$ cat config.mk
export PLATFORM = sky130hd
export DESIGN_NAME = song_sequencer_flat
export DESIGN_NICKNAME = d
export VERILOG_FILES = /design/src/rtl/song_sequencer_if.sv /design/src/rtl/song_sequencer.sv /design/src/flat_wrapper.sv
export SDC_FILE = /design/constraint.sdc
export NUM_CORES = 1
export LEC_CHECK = 0
export CAP_MARGIN = 20
export CORE_MARGIN = 3
export CORE_UTILIZATION = 40
export DETAILED_ROUTE_END_ITERATION = 16
export PLACE_DENSITY = 0.58
export SKIP_LAST_GASP = 1
export SYNTH_ARGS = -nofsm -noshare
export SYNTH_HDL_FRONTEND = slang
export SYNTH_SLANG_ARGS = --single-unit
$ cat constraint.sdc
create_clock -name clk -period 6.3 [get_ports clk]
set_input_delay 0.945 -clock clk [delete_from_list [all_inputs] [get_ports clk]]
set_output_delay 0.945 -clock clk [all_outputs]
set_load 0.02 [all_outputs]
$ cat src/rtl/song_sequencer_if.sv
// +----------------------------------------------------------------------+
// | song_sequencer_if : control and ROM bus of the song sequencer        |
// | Rev 1.0                                                              |
// +----------------------------------------------------------------------+
`default_nettype none

interface song_sequencer_if;
  logic       start;
  logic       pause;
  logic       stop;
  logic [6:0] rom_addr;
  logic [4:0] rom_data;
  logic [4:0] note;
  logic       note_valid;
  logic       playing;
  logic       song_done;
  logic [3:0] loop_count;

  // master: game control plus note ROM; slave: the sequencer itself
  modport master (
    output start, pause, stop, rom_data,
    input  rom_addr, note, note_valid, playing, song_done, loop_count
  );

  modport slave (
    input  start, pause, stop, rom_data,
    output rom_addr, note, note_valid, playing, song_done, loop_count
  );
endinterface

`default_nettype wire

$ cat src/rtl/song_sequencer.sv
// +----------------------------------------------------------------------+
// | song_sequencer : tempo-driven note ROM playback with play/pause/stop  |
// | Optional macro SONG_LOOP_EN: wrap to index 0 and count passes.        |
// | Rev 1.0                                                              |
// +----------------------------------------------------------------------+
`default_nettype none

module song_sequencer #(
  parameter int SONG_LEN       = 94,
  parameter int TICKS_PER_NOTE = 12_500_000,
  parameter int CNT_W          = 24
) (
  input  wire logic         clk,
  input  wire logic         reset,
  song_sequencer_if.slave   bus
);

  typedef enum logic [1:0] {
    IDLE  = 2'd0,
    PLAY  = 2'd1,
    PAUSE = 2'd2,
    DONE  = 2'd3
  } state_t;

  localparam logic [CNT_W-1:0] c_TICK_LAST = CNT_W'(TICKS_PER_NOTE - 1);
  localparam logic [6:0]       c_ADDR_LAST = 7'(SONG_LEN - 1);

  state_t           r_state;
  logic [CNT_W-1:0] r_tick;
  logic [6:0]       r_addr;
  logic [4:0]       r_note;
  logic             r_note_valid;
`ifdef SONG_LOOP_EN
  logic [3:0]       r_loops;
`endif

  always_ff @(posedge clk or posedge reset) begin
    if (reset) begin
      r_state      <= IDLE;
      r_tick       <= '0;
      r_addr       <= '0;
      r_note       <= '0;
      r_note_valid <= 1'b0;
`ifdef SONG_LOOP_EN
      r_loops      <= '0;
`endif
    end else begin
      r_note_valid <= 1'b0;
      if (bus.stop) begin
        r_state <= IDLE;
        r_tick  <= '0;
        r_addr  <= '0;
        r_note  <= '0;
`ifdef SONG_LOOP_EN
        r_loops <= '0;
`endif
      end else begin
        case (r_state)
          IDLE: begin
            r_addr <= '0;
            r_tick <= '0;
            if (bus.start) r_state <= PLAY;
          end
          PLAY: begin
            // pause outranks a step landing on the same edge; tick is held
            if (bus.pause) begin
              r_state <= PAUSE;
            end else if (r_tick == c_TICK_LAST) begin
              r_tick       <= '0;
              r_note       <= bus.rom_data;
              r_note_valid <= 1'b1;
              if (r_addr == c_ADDR_LAST) begin
                r_addr <= '0;
`ifdef SONG_LOOP_EN
                if (r_loops != 4'd15) r_loops <= r_loops + 4'd1;
`else
                r_state <= DONE;
`endif
              end else begin
                r_addr <= r_addr + 7'd1;
              end
            end else begin
              r_tick <= r_tick + CNT_W'(1);
            end
          end
          PAUSE: begin
            if (!bus.pause) r_state <= PLAY;
          end
          DONE: begin
            r_addr <= '0;
            if (bus.start) begin
              r_state <= PLAY;
              r_tick  <= '0;
            end
          end
          default: r_state <= IDLE;
        endcase
      end
    end
  end

  assign bus.rom_addr   = r_addr;
  assign bus.note       = r_note;
  assign bus.note_valid = r_note_valid;
  assign bus.playing    = (r_state == PLAY);
  assign bus.song_done  = (r_state == DONE);
`ifdef SONG_LOOP_EN
  assign bus.loop_count = r_loops;
`else
  assign bus.loop_count = 4'd0;
`endif

endmodule

`default_nettype wire

$ cat src/flat_wrapper.sv
// flat-port wrapper written by rule: the top's interface ports become plain ports
module song_sequencer_flat 
#(
  parameter int SONG_LEN       = 94,
  parameter int TICKS_PER_NOTE = 12_500_000,
  parameter int CNT_W          = 24
)
  (clk, reset, bus_start, bus_pause, bus_stop, bus_rom_data, bus_rom_addr, bus_note, bus_note_valid, bus_playing, bus_song_done, bus_loop_count);
  song_sequencer_if bus_i ();
  input  wire logic clk;
  input  wire logic reset;
  input wire logic [$bits(bus_i.start)-1:0] bus_start;
  input wire logic [$bits(bus_i.pause)-1:0] bus_pause;
  input wire logic [$bits(bus_i.stop)-1:0] bus_stop;
  input wire logic [$bits(bus_i.rom_data)-1:0] bus_rom_data;
  output wire logic [$bits(bus_i.rom_addr)-1:0] bus_rom_addr;
  output wire logic [$bits(bus_i.note)-1:0] bus_note;
  output wire logic [$bits(bus_i.note_valid)-1:0] bus_note_valid;
  output wire logic [$bits(bus_i.playing)-1:0] bus_playing;
  output wire logic [$bits(bus_i.song_done)-1:0] bus_song_done;
  output wire logic [$bits(bus_i.loop_count)-1:0] bus_loop_count;
  assign bus_i.start = bus_start;
  assign bus_i.pause = bus_pause;
  assign bus_i.stop = bus_stop;
  assign bus_i.rom_data = bus_rom_data;
  assign bus_rom_addr = bus_i.rom_addr;
  assign bus_note = bus_i.note;
  assign bus_note_valid = bus_i.note_valid;
  assign bus_playing = bus_i.playing;
  assign bus_song_done = bus_i.song_done;
  assign bus_loop_count = bus_i.loop_count;
  song_sequencer #(.SONG_LEN(SONG_LEN), .TICKS_PER_NOTE(TICKS_PER_NOTE), .CNT_W(CNT_W)) u_core (.clk(clk), .reset(reset), .bus(bus_i));
endmodule
# Word-level counts from Yosys, hierarchy flattened
# Index checks and enable logic that the tools add are counted.
[word_totals]
register_bits = 39
out_inout_bits = 19
word_cells = 55
[op_classes]
add_sub_neg = 2
eq_ne = 13
muxes = 25
reduce_logical = 10
[op_table]
columns = ["op", "count"]
rows = [
  ["24-bit two-way mux", 4],
  ["24-bit one-hot mux with 3 select lines", 1],
  ["7-bit two-way mux", 4],
  ["24-bit by 1-bit adder with 24-bit output (second input constant)", 1],
  ["24-bit == test (second input constant)", 1],
  ["5-bit two-way mux", 4],
  ["7-bit one-hot mux with 2 select lines", 1],
  ["2-bit two-way mux", 6],
  ["3-bit != test (second input constant)", 3],
  ["3-bit AND reduction", 3],
  ["4-bit by 3-bit != test with 1-bit output (second input constant)", 2],
  ["7-bit by 1-bit adder with 7-bit output (second input constant)", 1],
  ["7-bit == test (second input constant)", 1],
  ["2-bit one-hot mux with 3 select lines", 1],
  ["2-bit == test (second input constant)", 2],
  ["1-bit two-way mux", 4],
  ["4-bit AND reduction", 1],
  ["2-bit nonzero test", 2],
  ["4-bit nonzero test", 1],
  ["3-bit by 1-bit != test with 1-bit output (second input constant)", 1],
  ["3-bit by 2-bit != test with 1-bit output (second input constant)", 1],
  ["3-bit nonzero test", 1],
  ["2-bit by 1-bit == test with 1-bit output (second input constant)", 1],
  ["2-bit logical NOT", 1],
  ["other kinds (2)", 2],
]

# Longest topological paths before layout
[logic_depth]
depth_word = 6
depth_mapped = 9
ltp_nobuf = 7

# Worst setup path before layout
# OpenSTA, ideal clock, no wires.
[synth_timing]
kind = "input to register"
start = "in bus_stop"
end = "reg u_core.r_tick[10]"
arrival_ps = 2159
required_ps = 6179
path_slack_ps = 4020
path_stages = 6
cell_sequence = "clkbuf_1 a31o_2 clkbuf_1 clkbuf_1 o21ai_0 a22o_1"
[synth_via]
elab_chain_cells = 2
elab_cells_between_ends = 5
[synth_lines]
columns = ["item", "line_no", "rtl"]
rows = [
  ["start, declared", "flat_wrapper.sv:14", "input wire logic [$bits(bus_i.stop)-1:0] bus_stop;"],
  ["3-bit != test (no source line) / 4-bit nonzero test (equally long branches)", "n/a", ""],
  ["3-bit AND reduction (no source line)", "n/a", ""],
  ["end signal, assigned", "song_sequencer.sv:83", "r_tick <= r_tick + CNT_W'(1);"],
  ["end, declared", "song_sequencer.sv:29", "logic [CNT_W-1:0] r_tick;"],
]
# Parallel ways exist; a longest one is shown, timed or not.
# A chain may end at the register's enable or synchronous reset.

# Worst setup path in the final report
[layout_timing]
start = "in bus_stop"
end = "reg u_core.r_tick[18]"
# The elaborated chain is that of the path after synthesis.

==> results.json <==
{
  "grt_max_degree": 40,
  "min_period_ns": 2.794,
  "grt_pass1_vias": 1806,
  "drc": 0,
  "yosys-top-cells-area": "dfrtp_1, nor2_1, ha_1",
  "rows": 26,
  "ctsHoldBuffers": 0,
  "synth.distinct_cells": 42,
  "cap_violations": 0,
  "yosysSeqAreaShare_pct": 42.74,
  "cts_resized": 0,
  "vias": 1878,
  "final_max_slew_viol_count": 0,
  "boundaryPins": 29,
  "initial_core_util_pct": 43.06,
  "finalClockSkew_ns": 0.004821,
  "first_pass_iters": 4,
  "synth_top_cell_by_area": "dfrtp_1",
  "fp.dieW_um": 81.56,
  "via_per_inst": 5.412,
  "finalSetupViolCount": 0,
  "hold_depth": 1,
  "ys.flop_type": "dfrtp_1",
  "crit_top_cell": "nor2_1",
  "antenna_left": 0,
  "cts_tree": "yes",
  "port_buffers": 24,
  "synth_top_area_share_pct": 42.74,
  "critPathLaunchType": "input pin",
  "syn-cell-area_mm2": 0.002283,
  "rsz0062_at_grt": "false",
  "finalWorstSetupSlack_ns": 3.506,
  "synth_warnings": 0,
  "drt_iter0_drc": 43,
  "grt_pass1_wl_um": 8562,
  "routed_wl_um": 4999,
  "setup_tns_ns": 0,
  "syn_to_final_growth_pct": 15.95,
  "finalWeightedCongestion": 0.7982,
  "yosysMostFrequentCell": "dfrtp_1",
  "maxSlewHeadroom_pct": 30.76,
  "synth_seq_cells": 39,
  "fmax_mhz": 358.0,
  "antenna_cells": 0,
  "worst-setup-path-type": "in -> reg",
  "grt_antenna_before_repair": 0,
  "syn_inst": 254,
  "cts_buffer_depth": 2,
  "synthTopCellsByCount": "dfrtp_1, nor2_1, nand2_1",
  "numCtsBuffers": 5,
  "r2r_cells": 6,
  "dp_slack_ns": 3.163,
  "ctsHtreeMaxLevel": 2,
  "fillers": 493,
  "clock_latency_ns": 0.28,
  "path_clk_slew_ns": 0.07,
  "end_kind": "flip-flop",
  "fin_nets": 296,
  "outcome": "finished, final reports clean",
  "post-route-period-util_pct": 44.34,
  "root_buffer": "clkbuf_8",
  "hp-class": "reg -> reg",
  "cts.sinks": 39,
  "core_area_mm2": 0.005303,
  "peakVddDrop_v": 0.0001202,
  "leakage_uw": 0.001104,
  "die_h_um": 81.56,
  "wire_per_inst_um": 14.41,
  "drive_gt1_share_pct": 4.693,
  "fin_total_pwr_uw": 516.9,
  "cp_data_required_time_ns": 6.44,
  "post-route-util_pct": 49.93,
  "power.density_mw_per_mm2": 195.2,
  "tightest_slew_ns": 1.022,
  "crit_fanout": 12,
  "syn_avg_cell_area_um2": 8.990,
  "overflow": 0,
  "cts_setup_buffers": 0,
  "track_usage_pct": 16.73,
  "cp_slowest_cell": "clkdlybuf4s50_1",
  "final_hold_viol_count": 0,
  "path_cells": "clkdlybuf4s50_1, inv_1, nand2_1, a21oi_1, nor2_1, nor2_1",
  "hpwl_um": 3480,
  "synth_edf_count": 0,
  "die_area_mm2": 0.006651,
  "max_stage_delay_ns": 0.69,
  "cp.arrival_ns": 2.93,
  "async_flop_share_pct": 100.0
}
[metrics by stage]
stage	instances	hold WS [ns]	cell area [um2]
after floorplan	257	0.4977	2295
after global placement	341	0.4978	2575
after detailed placement	341	0.4988	2575
after CTS	347	0.5090	2648
after global routing	347	0.5582	2648
final	347	0.5082	2648
[sequential cells by signal, summed over array words and instances (netlist names)]
register / flops
u_core.r_tick: 24
u_core.bus.rom_addr: 7
u_core.bus.note: 5
u_core.r_state: 2
u_core.bus.note_valid: 1
[final timing paths]
path,from,endpoint,slack (ns)
max,bus_stop,u_core.r_tick[18]$_DFFE_PP0P_,3.51
min,u_core.bus.rom_addr[6]$_DFFE_PP0P_,u_core.bus.rom_addr[6]$_DFFE_PP0P_,0.51
max reg2reg,u_core.r_tick[0]$_DFFE_PP0P_,u_core.r_tick[18]$_DFFE_PP0P_,3.74
min reg2reg,u_core.bus.rom_addr[6]$_DFFE_PP0P_,u_core.bus.rom_addr[6]$_DFFE_PP0P_,0.51
max in group asynchronous,reset,u_core.bus.note[4]$_DFFE_PP0P_,4.88
min in group asynchronous,reset,u_core.bus.rom_addr[0]$_DFFE_PP0P_,1.08
[final cells by class]
class	count	area [um2]	area share (%)
clock buffer	6	72.57	2.741
inverter	9	33.78	1.276
multi-input combinational	197	1222	46.17
sequential	39	975.9	36.86
tap	70	87.58	3.308
timing repair buffer	26	255.2	9.641
[cell families (layout without fill, tap and decap cells)]
group,after synthesis,count (layout),share of synthesized area [%]
and+or+nand+nor,124,124,28.88
DFF,39,39,42.74
muxes,6,6,2.630
AOI/OAI and AO/OA,44,44,12.77
buffers and inverters,21,41,4.219
other,1,4,0.1642
adders and majority gates,8,8,4.384
xor gates and xnor gates,11,11,4.220
[power by group]
| part | switching [uW] | internal, uW |
|---|---|---|
| sequential | 4.52 | 254 |
| combinational | 69.2 | 33.4 |
| clock | 81.5 | 73.9 |
[per-layer routing]
| metal | vias up | GRT usage (%) | wire, um |
|---|---|---|---|
| met3 | 2 | 3.289 | 187 |
| li1 | 956 | - | - |
| met5 | - | 0 | 0 |
| met2 | 35 | 27.52 | 2377 |
| met1 | 885 | 21.76 | 2405 |
| met4 | 0 | 6.081 | 29 |
[cells in the final DEF (no fill, tap or decap), types with 2 or more instances in the layout]
cell type | netlist | final
a21oi_1 | 8 | 8
a22o_1 | 4 | 4
a31o_2 | 2 | 2
a31oi_1 | 2 | 2
and3_1 | 6 | 6
and4_1 | 2 | 2
buf_4 | 4 | 2
clkbuf_8 | 0 | 5
clkdlybuf4s50_1 | 0 | 24
conb_1 | 1 | 4
dfrtp_1 | 39 | 39
ha_1 | 8 | 8
inv_1 | 9 | 9
mux2i_1 | 6 | 6
nand2_1 | 24 | 24
nand2b_1 | 2 | 2
nand3_1 | 14 | 14
nand4_1 | 14 | 14
nor2_1 | 30 | 30
nor2b_1 | 5 | 5
nor3_1 | 5 | 5
nor4_1 | 6 | 6
nor4b_1 | 5 | 5
o21ai_0 | 18 | 18
o31ai_1 | 3 | 3
or2_1 | 2 | 2
or3_1 | 2 | 2
or4_1 | 2 | 2
xnor2_1 | 3 | 3
xor2_1 | 8 | 8
[worst max-delay path, delay by kind of cell]
kind,cells,cell delay (ns)
compound gates,1,0.16
buf+inv,2,0.84
simple gates,3,0.99
Note: power is estimated with default switching activity, not from simulation.
